## src/rtl/tpu_pkg.sv

```systemverilog
// rtl/tpu_pkg.sv - shared widths, iteration constants and multiplier FSM state type
package tpu_pkg;

   localparam int A_W   = 16;
   localparam int B_W   = 16;
   localparam int OUT_W = 34;

   // One RUN iteration per multiplier bit; counter wide enough to hold B_W-1
   localparam int MULT_ITERS = B_W;
   localparam int CNT_W      = 5;

   typedef enum logic [1:0] {
      ST_IDLE = 2'd0,
      ST_RUN  = 2'd1,
      ST_DONE = 2'd2
   } mult_state_t;

endpackage

```

## src/rtl/psum_add17.sv

```systemverilog
// rtl/psum_add17.sv - partial-sum adder: W-bit accumulator half plus multiplicand with carry-out
module psum_add17 #(
   parameter int W = 16
) (
   input  logic [W-1:0] a_i,
   input  logic [W-1:0] b_i,
   output logic [W:0]   sum_o
);

   // Zero-extend both operands so the carry-out lands in the top bit
   always_comb begin
      sum_o = {1'b0, a_i} + {1'b0, b_i};
   end

endmodule

```

## src/rtl/shift_add_mult16.sv

```systemverilog
// rtl/shift_add_mult16.sv - sequential shift-and-add multiplier; MULT_SIGNED_EN selects two's complement operands
module shift_add_mult16 #(
   parameter int A_W   = tpu_pkg::A_W,
   parameter int B_W   = tpu_pkg::B_W,
   parameter int OUT_W = tpu_pkg::OUT_W
) (
   input  logic             clk,
   input  logic             rst,
   input  logic             in_valid,
   output logic             in_ready,
   input  logic [A_W-1:0]   a,
   input  logic [B_W-1:0]   b,
   output logic             out_valid,
   input  logic             out_ready,
   output logic [OUT_W-1:0] product,
   output logic             busy
);

   import tpu_pkg::*;

   localparam int P_W = A_W + B_W;
   localparam logic [CNT_W-1:0] LAST_ITER = CNT_W'(B_W - 1);

   mult_state_t      state_q, state_d;
   logic [A_W-1:0]   mcand_q, mcand_d;
   logic [A_W-1:0]   hi_q, hi_d;
   logic [B_W-1:0]   mpl_q, mpl_d;
   logic [CNT_W-1:0] cnt_q, cnt_d;
   logic [OUT_W-1:0] product_q, product_d;
   logic             in_ready_q, out_valid_q, busy_q;

   logic [A_W:0]     psum;
   logic [A_W:0]     add_res;
   logic [P_W-1:0]   raw_prod;
   logic [OUT_W-1:0] prod_ext;
   logic [A_W-1:0]   a_load;
   logic [B_W-1:0]   b_load;

   psum_add17 #(.W(A_W)) u_psum_add17 (
      .a_i   (hi_q),
      .b_i   (mcand_q),
      .sum_o (psum)
   );

   // Final iteration result: shifted {carry, upper half, multiplier} concatenation
   always_comb begin
      add_res  = mpl_q[0] ? psum : {1'b0, hi_q};
      raw_prod = {add_res, mpl_q[B_W-1:1]};
   end

`ifdef MULT_SIGNED_EN
   logic sign_q, sign_d;
   logic [P_W-1:0] signed_res;

   // Operands are iterated as magnitudes; the sign is reapplied once at the end
   always_comb begin
      a_load     = a[A_W-1] ? (~a + 1'b1) : a;
      b_load     = b[B_W-1] ? (~b + 1'b1) : b;
      sign_d     = sign_q;
      if (in_valid && in_ready_q) begin
         sign_d = a[A_W-1] ^ b[B_W-1];
      end
      signed_res = sign_q ? (~raw_prod + 1'b1) : raw_prod;
      prod_ext   = OUT_W'($signed(signed_res));
   end

   // Sign flag register
   always_ff @(posedge clk) begin
      if (rst) begin
         sign_q <= 1'b0;
      end else begin
         sign_q <= sign_d;
      end
   end
`else
   // Unsigned operands pass straight through; product is zero-extended
   always_comb begin
      a_load   = a;
      b_load   = b;
      prod_ext = OUT_W'(raw_prod);
   end
`endif

   // FSM and datapath next-state
   always_comb begin
      state_d   = state_q;
      mcand_d   = mcand_q;
      hi_d      = hi_q;
      mpl_d     = mpl_q;
      cnt_d     = cnt_q;
      product_d = product_q;
      case (state_q)
         ST_IDLE: begin
            if (in_valid && in_ready_q) begin
               mcand_d = a_load;
               mpl_d   = b_load;
               hi_d    = '0;
               cnt_d   = '0;
               state_d = ST_RUN;
            end
         end
         ST_RUN: begin
            hi_d  = add_res[A_W:1];
            mpl_d = {add_res[0], mpl_q[B_W-1:1]};
            cnt_d = cnt_q + CNT_W'(1);
            if (cnt_q == LAST_ITER) begin
               product_d = prod_ext;
               state_d   = ST_DONE;
            end
         end
         ST_DONE: begin
            if (out_valid_q && out_ready) begin
               state_d = ST_IDLE;
            end
         end
         default: begin
            state_d = ST_IDLE;
         end
      endcase
   end

   // State registers; handshake flags are registered decodes of the next state
   always_ff @(posedge clk) begin
      if (rst) begin
         state_q     <= ST_IDLE;
         mcand_q     <= '0;
         hi_q        <= '0;
         mpl_q       <= '0;
         cnt_q       <= '0;
         product_q   <= '0;
         in_ready_q  <= 1'b0;
         out_valid_q <= 1'b0;
         busy_q      <= 1'b0;
      end else begin
         state_q     <= state_d;
         mcand_q     <= mcand_d;
         hi_q        <= hi_d;
         mpl_q       <= mpl_d;
         cnt_q       <= cnt_d;
         product_q   <= product_d;
         in_ready_q  <= (state_d == ST_IDLE);
         out_valid_q <= (state_d == ST_DONE);
         busy_q      <= (state_d != ST_IDLE);
      end
   end

   assign in_ready  = in_ready_q;
   assign out_valid = out_valid_q;
   assign busy      = busy_q;
   assign product   = product_q;

endmodule

```

## config.mk

```make
export PLATFORM = sky130hd
export DESIGN_NAME = shift_add_mult16
export DESIGN_NICKNAME = d
export VERILOG_FILES = /design/src/rtl/tpu_pkg.sv /design/src/rtl/psum_add17.sv /design/src/rtl/shift_add_mult16.sv
export SDC_FILE = /design/constraint.sdc
export NUM_CORES = 1
export LEC_CHECK = 0
export ABC_CLOCK_PERIOD_IN_PS = 5750
export BUFFER_PORTS_ARGS = -buffer_cell sky130_fd_sc_hd__buf_2
export CORE_MARGIN = 10
export CORE_UTILIZATION = 55
export DETAILED_ROUTE_END_ITERATION = 10
export GPL_TIMING_DRIVEN = 0
export PLACE_DENSITY_LB_ADDON = 0.05
export SLEW_MARGIN = 20
export SYNTH_ARGS = -nofsm -noshare
export SYNTH_HDL_FRONTEND = slang
export SYNTH_SLANG_ARGS = --single-unit
```

## constraint.sdc

```tcl
create_clock -name clk -period 5.75 [get_ports clk]
set_clock_uncertainty 0.2 [all_clocks]
set_input_delay 0.8625 -clock clk [delete_from_list [all_inputs] [get_ports clk]]
set_output_delay 0.8625 -clock clk [all_outputs]
set_load 0.02 [all_outputs]
```

==> results.json, run 1 <==
{
  "ctsHoldBuffers": 0,
  "leakage_uw": 0.00217,
  "synth.area.top_cells": "dfxtp_1 (41%), nand2_1 (7.0%), a21oi_1 (6.7%), nor2_1 (5.7%), a211oi_1 (5.2%)",
  "ys_ff_latch": 90,
  "async_flop_share": 0,
  "fin_cells": 716,
  "drt-initial-drc-count": 254,
  "dpl.cell_count": 700,
  "cp-end-kind": "flip-flop",
  "core_area_mm2": 0.00773,
  "outcome": "completed",
  "clkTransAtPathRegs_ps": 100,
  "final_max_slew_viol_count": 0,
  "routed_via_density": 5.68,
  "synth_area_mm2": 0.00436,
  "maxCapViolations": 0,
  "dieArea_mm2": 0.0119,
  "routed_wl_mm": 12.1,
  "rsz0062_at_grt": "no",
  "area_delta_synth_final_pct": 15.8,
  "hold_violations": 0,
  "cts.path.max_buffers": 2,
  "criticalPathCategory": "flip-flop to flip-flop",
  "num_io_pins": 73,
  "layout.nets": 664,
  "yosys.area.top_type_share": 0.413,
  "dp.final_hpwl_mm": 9.00,
  "setup_viol_count_final": 0,
  "synth.avg_cell_area_um2": 8.28,
  "cts_num_sinks": 90,
  "cts_setup_buffers": 0,
  "initial_core_util": 0.564,
  "fin_util": 0.654,
  "design_area_mm2": 0.00505,
  "cts-root-buf": "clkbuf_8",
  "arrival_ps": 2800,
  "place_area_mm2": 0.00484,
  "synth.largest_area_cell": "dfxtp_1",
  "p_per_area_mw_per_mm2": 250,
  "gp_congestion": 0.909,
  "grt_max_degree": 18,
  "ir_worst_vdd_mv": 0.162,
  "grt_antenna_before_repair": 0,
  "synth_cell_type_count": 56,
  "cp_max_fo": 5,
  "fin_setup_tns_ps": 0,
  "synth_common_cells": "dfxtp_1 (90), nand2_1 (81), nor2_1 (66)",
  "ys_warn_count": 0,
  "synth_most_common_cell": "dfxtp_1",
  "numCtsBuffers": 9,
  "start_kind": "flip-flop",
  "max_slew_margin": 0.499,
  "drc_errors": 0,
  "port_buffers": 70,
  "max_freq_ghz": 0.364,
  "synth_flop_cell": "dfxtp_1",
  "fin_crit_ps": 2750,
  "routedWlPerCell_um": 16.9,
  "rows": 32,
  "ys_seq_area_frac": 0.413,
  "dieWidth_um": 109,
  "num_vias": 4070,
  "cts_resized": 0,
  "drtAntennaViolNets": 0,
  "first_global_vias": 3849,
  "die_h_um": 109,
  "grt_pass1_wl_mm": 19.3,
  "tightest_slew_ps": 749,
  "gr-usage-all-layers": 0.202,
  "overflow": 0,
  "critPathRequiredTime_ps": 5800,
  "syn_inst": 527,
  "hp-class": "flip-flop to flip-flop",
  "first_pass_iters": 5,
  "clock_latency_ps": 370,
  "cts_tree": "yes",
  "final_layout_size_suffix_gt1_frac": 0.182,
  "htreeDepth": 3,
  "fin_crit_sh": 0.478,
  "synth_edf_count": 0,
  "n_antenna_cell": 0
}
-- layout make-up --
| cell class | count | area, um2 |
|---|---|---|
| fillers | 698 | 2680 |
| multi-input cells | 395 | 2370 |
| flip-flops and latches | 90 | 1800 |
| repair buffers | 70 | 350 |
| plain buffers | 39 | 176 |
| well taps | 102 | 128 |
| clock buffers | 9 | 124 |
| clock inverters | 7 | 83.8 |
| inverters | 4 | 15.0 |
-- layer usage --
layer	global-route usage	vias to the layer above	part of all wire
met1	0.279	1890	0.47
met3	0.0378	14	0.071
met5	0	-	0
li1	-	2039	-
met4	0.0659	0	0.013
met2	0.309	127	0.45
-- worst max-delay path: stages, from the launching register on --
cell	delay, ps
dfxtp_1	340
ha_1	220
fa_1	420
a21oi_1	240
o21ai_1	200
a31o_2	310
or3_1	360
a311oi_1	280
nor3_1	80
-- metrics by stage --
stage	worst slack [ps]	power, uW	hold slack (ps)
3_3_place_gp	2930	811	239
6_report	3000	1260	256
2_1_floorplan	3280	766	229
3_5_place_dp	2920	814	244
4_1_cts	3010	1270	259
5_1_grt	2840	1310	277
-- final timing paths --
kind | from | end | slack, ps | cells past startpoint
worst min register to register | product[11]$_SDFFE_PP0P_ | product[11]$_SDFFE_PP0P_ | 260 | 2
worst max-delay path | hi_q[0]$_SDFFE_PP0P_ | product[27]$_SDFFE_PP0P_ | 3000 | 8
worst max register to register | hi_q[0]$_SDFFE_PP0P_ | product[27]$_SDFFE_PP0P_ | 3000 | 8
worst min-delay path | product[11]$_SDFFE_PP0P_ | product[11]$_SDFFE_PP0P_ | 260 | 2
-- logic make-up after synthesis --
logic type / count (synthesis) / synth area share
AO/OA/AOI/OAI: 150 / 0.226
XOR/XNOR: 10 / 0.0201
adder cells (fa/ha/maj): 19 / 0.0562
buffers and inverters: 43 / 0.0439
flip-flops: 90 / 0.413
multiplexers: 23 / 0.0531
other: 1 / 0.000860
AND/OR/NAND/NOR: 191 / 0.187
-- cell usage in the layout, fill, tap and decap left out, drive strengths merged, types with 4 or more instances in the layout --
master,count
nand2,81
a21o,5
inv,7
o21a,4
buf,86
or3,5
mux2i,22
clkbuf,32
a211oi,31
a31oi,9
nor3,7
o21ai,13
dfxtp,90
nor2,66
or2,4
ha,18
nand3,8
a311oi,5
a21oi,58
a22oi,4
xnor2,8
and3,7
-- sequential cells by signal (all words and copies together) (netlist names) --
name,cells
busy,1
cnt_q,5
hi_q,16
in_ready,1
mcand_q,16
mpl_q,16
out_valid,1
product,32
state_q,2
-- power breakdown --
group	switching, uW	internal, uW
clock network	251	210
registers	14.5	644
logic	91.4	51.8
(Power assumes the default switching activity.)
==> inputs of run 2 (changes only) <==
--- a/config.mk
+++ b/config.mk
@@ -5,10 +5,10 @@
 export SDC_FILE = /design/constraint.sdc
 export NUM_CORES = 1
 export LEC_CHECK = 0
-export ABC_CLOCK_PERIOD_IN_PS = 5750
+export ABC_CLOCK_PERIOD_IN_PS = 2500
 export BUFFER_PORTS_ARGS = -buffer_cell sky130_fd_sc_hd__buf_2
 export CORE_MARGIN = 10
-export CORE_UTILIZATION = 55
+export CORE_UTILIZATION = 51
 export DETAILED_ROUTE_END_ITERATION = 10
 export GPL_TIMING_DRIVEN = 0
 export PLACE_DENSITY_LB_ADDON = 0.05
==> constraint.sdc (replaced) <==
create_clock -name clk -period 2.5 [get_ports clk]
set_clock_uncertainty 0.2 [all_clocks]
set_input_delay 0.375 -clock clk [delete_from_list [all_inputs] [get_ports clk]]
set_output_delay 0.375 -clock clk [all_outputs]
set_load 0.02 [all_outputs]
==> results.json, run 2 (synthesis results as in run 1) <==
{
  "num_io_pins": 73,
  "final_layout_size_suffix_gt1_frac": 0.226,
  "clkTransAtPathRegs_ps": 100,
  "cts_num_sinks": 90,
  "routedWlPerCell_um": 16.7,
  "first_global_vias": 3862,
  "hold_violations": 0,
  "leakage_uw": 0.00217,
  "criticalPathCategory": "flip-flop to flip-flop",
  "dp.final_hpwl_mm": 8.87,
  "final_max_slew_viol_count": 0,
  "arrival_ps": 2530,
  "cts.path.max_buffers": 2,
  "rows": 33,
  "fin_crit_ps": 2470,
  "cts_tree": "yes",
  "outcome": "completed",
  "die_h_um": 112,
  "whs_ps": 38.8,
  "p_per_area_mw_per_mm2": 548,
  "htreeDepth": 3,
  "clock_latency_ps": 370,
  "design_area_mm2": 0.00519,
  "dieWidth_um": 112,
  "cp-end-kind": "flip-flop",
  "grt_max_degree": 18,
  "hp-class": "input port to flip-flop",
  "port_buffers": 70,
  "routed_wl_mm": 12.1,
  "max_slew_margin": 0.585,
  "largest_reg_flops": 32,
  "path_cells": "ha_4 > fa_2 > a21oi_4 > o21ai_4 > a31o_4 > or3_4 > a311oi_2 > nor3_1",
  "dieArea_mm2": 0.0127,
  "maxCapViolations": 0,
  "layout_common_cells": "dfxtp_1 (82), nand2_1 (81), buf_2 (79), nor2_1 (65), a21oi_1 (57)",
  "drt-initial-drc-count": 245,
  "overflow": 0,
  "mostFrequentLayoutCell": "dfxtp_1",
  "n_antenna_cell": 0,
  "initial_core_util": 0.528,
  "fin_crit_sh": 0.989,
  "critPathRequiredTime_ps": 2560,
  "gp_congestion": 0.896,
  "drc_errors": 0,
  "cts-root-buf": "clkbuf_8",
  "max_freq_ghz": 0.404,
  "grt_pass1_wl_mm": 19.3,
  "start_kind": "flip-flop",
  "cp_max_fo": 5,
  "layout.nets": 665,
  "tightest_slew_ps": 620,
  "gr-usage-all-layers": 0.183,
  "fin_util": 0.629,
  "area_delta_synth_final_pct": 19.0,
  "critPathMaxStageDelay_ps": 430,
  "crit_path_top_delay_cell": "fa_2",
  "routed_via_density": 5.66,
  "core_area_mm2": 0.00826,
  "power_uw": 2840,
  "setup_viol_count_final": 0,
  "first_pass_iters": 5,
  "ir_worst_vdd_mv": 0.351,
  "grt_antenna_before_repair": 0,
  "numCtsBuffers": 9,
  "num_vias": 4074,
  "drtAntennaViolNets": 0,
  "place_area_mm2": 0.00485
}
[run 2: cell types whose count changed in the layout (fill, tap and decap cells not counted), sizes merged]
cell,before,now
buf,86,88
inv,7,6
bufinv,1,0
clkinvlp,0,1
[run 2: layer usage]
layer | GRT usage | part of all wire
met1 | 0.239 | 0.46
met2 | 0.298 | 0.46
met3 | 0.0346 | 0.062
met4 | 0.0592 | 0.013
met5 | 0 | 0
[run 2: layout make-up]
class,count,area (um2)
Tap cell,105,131
Buffer,38,173
Multi-Input combinational cell,395,2500
Clock inverter,6,58.8
Timing Repair Buffer,72,365
Fill cell,778,3070
Sequential cell,90,1810
Inverter,4,15.0
Clock buffer,10,138
[run 2: worst paths after layout]
check                                        startpoint                  endpoint  slack (ps)  depth (start not counted)
worst max-delay path            mcand_q[0]$_SDFFE_PP0P_  product[27]$_SDFFE_PP0P_          30                          8
worst min-delay path                               a[6]   mcand_q[6]$_SDFFE_PP0P_          40                          3
worst max register to register  mcand_q[0]$_SDFFE_PP0P_  product[27]$_SDFFE_PP0P_          30                          8
worst min register to register  product[9]$_SDFFE_PP0P_   product[9]$_SDFFE_PP0P_         260                          2
[run 2: critical path: cells and delay by family (launching register included)]
kind                     cells  cell delay [ps]
AO/OA/AOI/OAI                4              760
adder cells (fa/ha/maj)      2              600
AND/OR/NAND/NOR              2              460
flip-flops                   1              350
[run 2: stage by stage]
step / setup TNS (ps) / setup slack, ps / cells
final: 0 / 26.3 / 720
after global routing: -54.8 / -29.9 / 720
after CTS: -54.8 / -54.8 / 719
after detailed placement: -432 / -228 / 703
after global placement: -433 / -215 / 703
after floorplan: 0 / 30.5 / 528
[run 2: power by group]
group          internal (uW)  switching [uW]
clock                    410             583
combinational            123             210
sequential              1480            35.7
[run 2: what timing repair did]
action | in CTS | in global routing
endpoints found under the setup margin | 4 | 11
pin swaps | 1 | 9
hold buffers | 0 | 0
buffers inserted | 0 | 2
gates resized for setup | 9 | 21
==> inputs of run 3 (changes only) <==
--- a/config.mk
+++ b/config.mk
@@ -8,10 +8,11 @@
 export ABC_CLOCK_PERIOD_IN_PS = 2500
 export BUFFER_PORTS_ARGS = -buffer_cell sky130_fd_sc_hd__buf_2
 export CORE_MARGIN = 10
-export CORE_UTILIZATION = 51
+export CORE_UTILIZATION = 33
 export DETAILED_ROUTE_END_ITERATION = 10
 export GPL_TIMING_DRIVEN = 0
 export PLACE_DENSITY_LB_ADDON = 0.05
+export RECOVER_POWER = 50
 export SLEW_MARGIN = 20
 export SYNTH_ARGS = -nofsm -noshare
 export SYNTH_HDL_FRONTEND = slang
==> results.json, run 3 (synthesis results as in run 1) <==
{
  "outcome": "completed",
  "overflow": 0,
  "max_slew_margin": 0.537,
  "htreeDepth": 3,
  "multi_input_area_mm2": 0.00250,
  "grt_antenna_before_repair": 0,
  "numCtsBuffers": 9,
  "cp-end-kind": "flip-flop",
  "cts_num_sinks": 90,
  "start_kind": "flip-flop",
  "routedWlPerCell_um": 17.2,
  "p_per_area_mw_per_mm2": 591,
  "routed_wl_mm": 13.6,
  "rows": 41,
  "fin_util": 0.417,
  "maxCapViolations": 0,
  "drtAntennaViolNets": 0,
  "path_common_cell": "a21o_1",
  "drt-initial-drc-count": 226,
  "core_area_mm2": 0.0128,
  "cp-startpoint": "hi_q[10]$_SDFFE_PP0P_",
  "port_buffers": 70,
  "grt_pass1_wl_mm": 22.1,
  "cts-root-buf": "clkbuf_16",
  "clkTransAtPathRegs_ps": 60,
  "ctsHoldBuffers": 0,
  "register_area_mm2": 0.00181,
  "grt_max_degree": 14,
  "gr-usage-all-layers": 0.151,
  "rsz0062_at_grt": "yes",
  "cts.path.max_buffers": 2,
  "clock_latency_ps": 350,
  "n_antenna_cell": 0,
  "rr_worst_depth": 7,
  "cp-endpoint": "product[30]$_SDFFE_PP0P_",
  "num_io_pins": 73,
  "dp.final_hpwl_mm": 10.1,
  "arrival_ps": 2520,
  "cts_tree": "yes",
  "layout.nets": 668,
  "final_max_slew_viol_count": 0,
  "setup_viol_count_final": 0,
  "die_h_um": 135,
  "hold_violations": 0,
  "fin_crit_ps": 2490,
  "leakage_uw": 0.00208,
  "path_cells": "ha_2 > a21o_1 > a21o_1 > o221a_1 > or4_1 > a211oi_2 > nor4_1",
  "n_fill_cell": 1374,
  "critPathRequiredTime_ps": 2530,
  "critPathMaxStageDelay_ps": 530,
  "hp-class": "input port to flip-flop",
  "routed_via_density": 5.21,
  "mostFrequentLayoutCell": "dfxtp_1",
  "initial_core_util": 0.341,
  "num_vias": 4108,
  "cp_max_fo": 5,
  "final_layout_size_suffix_gt1_frac": 0.162,
  "reg2reg_to": "product[30]$_SDFFE_PP0P_",
  "area_delta_synth_final_pct": 22.3,
  "tightest_slew_ps": 693,
  "ir_worst_vdd_mv": 0.317,
  "first_pass_iters": 5,
  "gp_congestion": 0.856,
  "fin_crit_sh": 0.996,
  "layout_common_cells": "dfxtp_1 (85), nand2_1 (81), nor2_1 (65), clkbuf_1 (61), a21oi_1 (57)",
  "dieWidth_um": 135,
  "first_global_vias": 4166,
  "max_freq_ghz": 0.402,
  "dpl.cell_count": 770,
  "rr_startpoint": "hi_q[10]$_SDFFE_PP0P_",
  "crit_path_top_delay_cell": "or4_1",
  "drc_errors": 0,
  "fin_cells": 789,
  "criticalPathCategory": "flip-flop to flip-flop",
  "largest_reg_flops": 32,
  "dieArea_mm2": 0.0182,
  "r2r_slack_ps": 10
}
## run 3: how the worst min path moves through the flow
stage	end	depth (start not counted)	startpoint	slack (ps)
CTS	mcand_q[12]$_SDFFE_PP0P_	3	a[12]	50
finish	mcand_q[0]$_SDFFE_PP0P_	3	a[0]	60
global placement	product[10]$_SDFFE_PP0P_	2	product[10]$_SDFFE_PP0P_	240
detailed placement	product[10]$_SDFFE_PP0P_	2	product[10]$_SDFFE_PP0P_	250
global route	mcand_q[10]$_SDFFE_PP0P_	3	a[10]	60
floorplan	cnt_q[3]$_SDFFE_PP0P_	1	cnt_q[3]$_SDFFE_PP0P_	230
## run 3: metrics by stage
| stage | area (um2) | TNS (ps) | total power (uW) | hold WS [ps] | worst slack, ps |
|---|---|---|---|---|---|
| finish | 5330 | 0 | 3150 | 55.6 | 10.8 |
| global route | 5330 | -353 | 3290 | 61.1 | -78.3 |
| CTS | 5240 | -277 | 3180 | 52.3 | -71.2 |
| detailed placement | 4930 | -839 | 1880 | 246 | -306 |
| global placement | 4930 | -626 | 1880 | 243 | -271 |
| floorplan | 4370 | 0 | 1760 | 229 | 30.5 |
## run 3: worst max-delay path, delay by kind of cell (launching register included)
family,cells,cell delay (ps)
AOI/OAI and AO/OA,4,860
adders and majority gates,1,310
DFF,1,390
and+or+nand+nor,2,610
## run 3: power by group
part           total (uW)  internal (uW)  switching, uW
clock network        1290            722            570
registers            1520           1480           35.1
logic                 341            121            220
total                3150           2330            825
## run 3: area by class of cell
cell class	instances	share of cell area
sequential	90	0.340
clock buffer	13	0.0488
clock inverter	2	0.00235
tap	172	0.0404
multi-input combinational	395	0.469
buffer	38	0.0326
timing repair buffer	75	0.0645
inverter	4	0.00282
## run 3: timing repair
action | CTS | global route
pin swaps | 1 | 14
endpoints found under the hold margin | 0 | 0
setup buffers | 0 | 5
setup endpoints to repair | 8 | 26
gates resized for setup | 9 | 27
## run 3: routing by layer
layer  GRT usage  routed length [um]  vias to the layer above
met3      0.0427                 816                       20
met1       0.192                6330                     1950
met2       0.243                6280                      100
met5           0                   0                        -
li1            -                   -                     2038
met4      0.0431                 174                        0
